`src/rtl/nv_nvdla_reset_pkg.sv`:
```
// Shared types and constants for the NVDLA core-domain reset sequencer.
// The counter-width helper is shared so the top and any future users size their counters identically.
package nv_nvdla_reset_pkg;

    typedef enum logic [1:0] {
        IDLE  = 2'd0,
        SEQ   = 2'd1,
        RUN   = 2'd2,
        PULSE = 2'd3
    } seq_state_e;

    localparam int MIN_SYNC_DEPTH = 2;
    localparam int MIN_PULSE_CYC  = 1;

    // Wide enough for the longest stagger run or the software pulse, whichever is larger.
    function automatic int cnt_width(input int nch, input int stagger, input int pulse);
        int m;
        m = nch * stagger;
        if (pulse > m) begin
            m = pulse;
        end
        return $clog2(m + 1);
    endfunction

endpackage

```
`src/rtl/nv_nvdla_reset_sync.sv`:
```
// Async-assert / sync-deassert reset synchroniser with DFT reset-source mux.
// rst_n_o is the muxed async reset shared by every flop of the sequencer.
module nv_nvdla_reset_sync
    import nv_nvdla_reset_pkg::*;
#(
    parameter int SYNC_DEPTH = 2
) (
    input  logic clk_i,
    input  logic rstn_i,
    input  logic direct_reset_i,
    input  logic test_mode_i,
    output logic rst_n_o,
    output logic sync_ok_o
);

    logic [SYNC_DEPTH-1:0] sync_q;
    logic                  rst_mux_n;

    assign rst_mux_n = test_mode_i ? direct_reset_i : rstn_i;
    assign rst_n_o   = rst_mux_n;

    // Held clear in test mode so leaving DFT always re-runs the full sync delay.
    always_ff @(posedge clk_i or negedge rst_mux_n) begin
        if (!rst_mux_n) begin
            sync_q <= '0;
        end else if (test_mode_i) begin
            sync_q <= '0;
        end else begin
            sync_q <= {sync_q[SYNC_DEPTH-2:0], 1'b1};
        end
    end

    assign sync_ok_o = sync_q[SYNC_DEPTH-1];

endmodule

```
`src/rtl/nv_nvdla_reset_seq.sv`:
```
// Core-domain reset sequencer: staggered channel release, software per-channel
// reset pulses and a DFT bypass onto direct_reset_.
//
//  state | meaning
//  IDLE  | waiting for the synchronised reset release
//  SEQ   | releasing channels every STAGGER_CYC cycles in index order
//  RUN   | all channels released, accepting software reset requests
//  PULSE | masked channels held low for PULSE_CYC cycles
module nv_nvdla_reset_seq
    import nv_nvdla_reset_pkg::*;
#(
    parameter int NCH         = 4,
    parameter int SYNC_DEPTH  = 2,
    parameter int STAGGER_CYC = 4,
    parameter int PULSE_CYC   = 16
) (
    input  logic           nvdla_clk,
    input  logic           dla_reset_rstn,
    input  logic           direct_reset_,
    input  logic           test_mode,
    input  logic           sw_rst_req,
    input  logic [NCH-1:0] sw_rst_mask,
    output logic           sw_rst_busy,
    output logic [NCH-1:0] synced_rstn,
    output logic           rst_done
);

    localparam int SYNC_D  = (SYNC_DEPTH < MIN_SYNC_DEPTH) ? MIN_SYNC_DEPTH : SYNC_DEPTH;
    localparam int PULSE_C = (PULSE_CYC < MIN_PULSE_CYC) ? MIN_PULSE_CYC : PULSE_CYC;
    localparam int CW      = cnt_width(NCH, STAGGER_CYC, PULSE_C);

    logic           rst_n;
    logic           sync_ok;
    seq_state_e     state_q;
    logic [CW-1:0]  cnt_q;
    logic [CW-1:0]  cnt_d;
    logic [NCH-1:0] ch_q;
    logic [NCH-1:0] mask_q;
    logic [NCH-1:0] rel_hit;
    logic           busy_q;
    logic           done_q;
    logic           req_ok;

    nv_nvdla_reset_sync #(
        .SYNC_DEPTH (SYNC_D)
    ) u_sync (
        .clk_i          (nvdla_clk),
        .rstn_i         (dla_reset_rstn),
        .direct_reset_i (direct_reset_),
        .test_mode_i    (test_mode),
        .rst_n_o        (rst_n),
        .sync_ok_o      (sync_ok)
    );

    always_comb begin
        rel_hit = '0;
        for (int i = 0; i < NCH; i++) begin
            rel_hit[i] = (cnt_q == CW'(i * STAGGER_CYC));
        end
    end

    assign cnt_d  = (cnt_q == {CW{1'b1}}) ? cnt_q : cnt_q + 1'b1;
    assign req_ok = sw_rst_req && (|sw_rst_mask);

    always_ff @(posedge nvdla_clk or negedge rst_n) begin
        if (!rst_n) begin
            state_q <= IDLE;
            cnt_q   <= '0;
            ch_q    <= '0;
            mask_q  <= '0;
            busy_q  <= 1'b0;
            done_q  <= 1'b0;
        end else if (test_mode) begin
            // Outputs come from direct_reset_ here; park the sequencer so exit starts clean.
            state_q <= IDLE;
            cnt_q   <= '0;
            ch_q    <= '0;
            mask_q  <= '0;
            busy_q  <= 1'b0;
            done_q  <= 1'b0;
        end else begin
            case (state_q)
                IDLE: begin
                    cnt_q <= '0;
                    if (sync_ok) begin
                        state_q <= SEQ;
                    end
                end
                SEQ: begin
                    ch_q  <= ch_q | rel_hit;
                    cnt_q <= cnt_d;
                    if (rel_hit[NCH-1]) begin
                        state_q <= RUN;
                    end
                end
                RUN: begin
                    if (req_ok) begin
                        mask_q  <= sw_rst_mask;
                        ch_q    <= ch_q & ~sw_rst_mask;
                        busy_q  <= 1'b1;
                        done_q  <= 1'b0;
                        cnt_q   <= '0;
                        state_q <= PULSE;
                    end else begin
                        done_q <= 1'b1;
                    end
                end
                PULSE: begin
                    if (cnt_q == CW'(PULSE_C - 1)) begin
                        ch_q    <= ch_q | mask_q;
                        busy_q  <= 1'b0;
                        done_q  <= 1'b1;
                        state_q <= RUN;
                    end else begin
                        cnt_q <= cnt_d;
                    end
                end
                default: begin
                    state_q <= IDLE;
                end
            endcase
        end
    end

    assign synced_rstn = test_mode ? {NCH{direct_reset_}} : ch_q;
    assign rst_done    = done_q & ~test_mode;
    assign sw_rst_busy = busy_q;

endmodule

```
`config.mk`:
```
export PLATFORM = sky130hd
export DESIGN_NAME = nv_nvdla_reset_seq
export DESIGN_NICKNAME = d
export VERILOG_FILES = /design/src/rtl/nv_nvdla_reset_pkg.sv /design/src/rtl/nv_nvdla_reset_sync.sv /design/src/rtl/nv_nvdla_reset_seq.sv
export SDC_FILE = /design/constraint.sdc
export NUM_CORES = 1
export LEC_CHECK = 0
export ABC_AREA = 1
export ABC_CLOCK_PERIOD_IN_PS = 2480
export CAP_MARGIN = 20
export CORE_MARGIN = 4
export CORE_UTILIZATION = 55
export CTS_CLUSTER_SIZE = 30
export DETAILED_ROUTE_END_ITERATION = 6
export PLACE_DENSITY = 0.76
export SLEW_MARGIN = 20
export SYNTH_ARGS = -nofsm -noshare
export SYNTH_HDL_FRONTEND = slang
export SYNTH_HIERARCHICAL = 1
export SYNTH_SLANG_ARGS = --single-unit
```
`constraint.sdc`:
```
create_clock -name nvdla_clk -period 2.48 [get_ports nvdla_clk]
set_clock_uncertainty 0.2 [all_clocks]
set_input_delay 0.496 -clock nvdla_clk [delete_from_list [all_inputs] [get_ports nvdla_clk]]
set_output_delay 0.496 -clock nvdla_clk [all_outputs]
set_load 0.01 [all_outputs]
```
==> results.cfg <==
[status]
status = complete, no violations

[timing]
slew_viol_final = 0
hold_violations = 0
post-route-period-util = 0.9363
period_minus_slack_ps = 2322
setup_viol = 0
clock.fmax_ghz = 0.4307
slew_headroom = 0.7272
hold_ws_ps = 284.0
finalSetupTns_ps = 0
grt_setup_unrepaired = false
tightest_slew_ps = 409.2

[final_layout]
post_route_cells_drive_above_1_share = 0.1458
synthToLayoutAreaGrowth_pct = 15.82
n_antenna_cell = 0
final_area_um2 = 1511
instances_no_fill = 220
nFillCells = 196
fin_nets = 211

[power]
powerDensity_nw_per_um2 = 670.4
peakVddDrop_mv = 0.5522
p_leak_uw = 0.0007625

[min_path]
holdPathEnd = u_sync/sync_q[1]$_DFF_PN0_
hp-start = u_sync/sync_q[0]$_DFF_PN0_
hold_depth = 2
min_path_type = reg2reg

[cts]
path_clk_slew_ps = 110
insertion_delay_ps = 310
postCtsSetupBuffers = 0
clock_sinks = 19
numCtsBuffers = 3
htree_levels = 1
clk_path_buf_depth = 2
cts_tree = built
root_buffer = clkbuf_4

[worst_setup_path]
end_kind = output pin
critical_path.most_common_cell = nand2_1
reg2reg_to = ch_q[2]$_DFFE_PN0P_
cp_slowest_cell = clkdlybuf4s50_1
worstPathArrival_ps = 1630
path_cells = clkdlybuf4s50_1 > buf_4 > inv_4 > nand2_1 > nand2_1 > dlygate4sd2_1
critical_path.max_stage_delay_ps = 530
path_class = in2out
crit_fanout = 4
cp.required_ps = 1780
crit_buf_inv = 4
ff2ff_path_depth = 12
startpoint_type = primary input
r2r_slack_ps = 520
cp_top_family = buffers and inverters
r2r-start = cnt_q[0]$_DFFE_PN0P_

[die]
start_util = 0.5843
die_h_um = 56.71
design.die.area_um2 = 3216
fp.coreArea_um2 = 2233
num_rows = 17
ios = 15
fp.dieW_um = 56.71

[logic_synthesis]
yosys_warnings = 6
syn_nets = 190
synthCells = 172
synthTopCellsByArea = dfrtp_1, nand2_1, ha_1
ys_types = 27
synthFlopType = dfrtp_1
syn_area_per_cell_um2 = 7.587
async_reset_ff_frac = 1.000
yosysTopAreaCellShare = 0.3643
ys_seq_area_frac = 0.3643
syn_area_um2 = 1305
ys_ff_latch = 19
synth_most_common_cell = nand2_1
synth_area_leader_cell = dfrtp_1
synth_common_cells = nand2_1, dfrtp_1, inv_1, nor2_1, o21ai_1
synth_edf_count = 0

[detailed_routing]
drt_drc_violations_left = 0
dr.pass1.iters = 4
via_per_inst = 5.195
wire_per_inst_um = 12.67
ant_nets = 0
vias = 1143
drt_iter0_markers = 30
drt_wl_total_um = 2788

[placement]
placed_area_um2 = 1491
gp_congestion = 0.8866
dp.cells = 216
io_buffers = 14
place_hpwl_um = 2187

[global_route]
first_global_vias = 1148
grt_max_degree = 20
grt-ovfl-total = 0
gr-usage-all-layers = 0.1945
grt_pass1_wl_um = 4988
antenna_found_initial = 0

[run]
maxCapViolations = 0
## layout by cell type, fill, tap and decap left out
| cell | n |
|---|---|
| inv_4 | 1 |
| o31ai_1 | 1 |
| dlygate4sd2_1 | 5 |
| nand4_1 | 7 |
| clkbuf_1 | 1 |
| inv_1 | 19 |
| nand2_1 | 50 |
| nand2_4 | 2 |
| nor2_1 | 13 |
| nand3b_1 | 2 |
| clkbuf_4 | 3 |
| inv_2 | 3 |
| nand3_1 | 8 |
| nor2_2 | 2 |
| o21ai_1 | 10 |
| dfrtp_1 | 19 |
| ha_1 | 9 |
| nand2_2 | 5 |
| nand3_4 | 1 |
| o21ai_0 | 8 |
| nor2_4 | 1 |
| a31oi_4 | 1 |
| clkdlybuf4s50_1 | 9 |
| o21a_1 | 1 |
| buf_4 | 6 |
| nand3_2 | 1 |
| o211ai_1 | 1 |
| or2_2 | 1 |
| o21ai_2 | 1 |
| a21oi_1 | 1 |
## power by group
part	internal, uW	switching, uW
clock network	62.8	102
registers	365	46.5
logic	171	266
total	599	415
## sequential cells by signal (all words and copies together) (netlist names)
register and flops:
ch_q 4, sw_rst_busy 1, cnt_q 5, state_q 2, mask_q 4, done_q 1
u_sync/sync_q 2
## worst max-delay path by stage
stage                                     from             endpoint  cells after the start
after detailed placement             test_mode       synced_rstn[1]                      4
final                                test_mode       synced_rstn[3]                      6
after global routing                 test_mode       synced_rstn[3]                      6
after floorplan           cnt_q[0]$_DFFE_PN0P_  ch_q[0]$_DFFE_PN0P_                     12
after CTS                            test_mode       synced_rstn[3]                      6
after global placement               test_mode       synced_rstn[1]                      4
## logic make-up (layout without fill, tap and decap cells)
group,Yosys count,count (layout),synth area share
AND/OR/NAND/NOR,93,93,0.3423
adder cells (fa/ha/maj),9,9,0.08629
buffers and inverters,27,47,0.09396
AO/OA/AOI/OAI,24,24,0.1131
flip-flops,19,19,0.3643
## routing by layer
layer | vias to the layer above | track usage | share of wire
met5 | - | 0 | 0
li1 | 589 | - | -
met4 | 0 | 0.07119 | 0.015
met1 | 522 | 0.2535 | 0.46
met2 | 27 | 0.3234 | 0.49
met3 | 5 | 0.02759 | 0.034
## timing repair
action | 4_1_cts | 5_1_grt
setup endpoints to repair | 5 | 0
gates resized for setup | 5 | 0
hold buffers | 0 | 0
## metrics by stage
stage          utilization  setup slack, ps  total power, uW
6_report            0.6768            158.0             1013
5_1_grt             0.6768            87.24             1102
4_1_cts             0.6768            152.4             1019
3_5_place_dp        0.6678           -99.54            859.8
3_3_place_gp        0.6678           -73.86            840.9
2_1_floorplan            -            746.0            722.8
## final cells by class
class	count	area (um2)	area share
Sequential cell	19	475.5	0.3146
Multi-Input combinational cell	126	706.9	0.4677
Tap cell	28	35.03	0.02318
Timing Repair Buffer	20	178.9	0.1184
Inverter	23	88.84	0.05877
Clock buffer	4	26.28	0.01738
## tightest hold or removal path, stage by stage, from the launching register on
cell and delay [ps]:
dfrtp_1 380, inv_1 50, nor2_1 30
No activity file was read; power rests on OpenSTA's default activity.
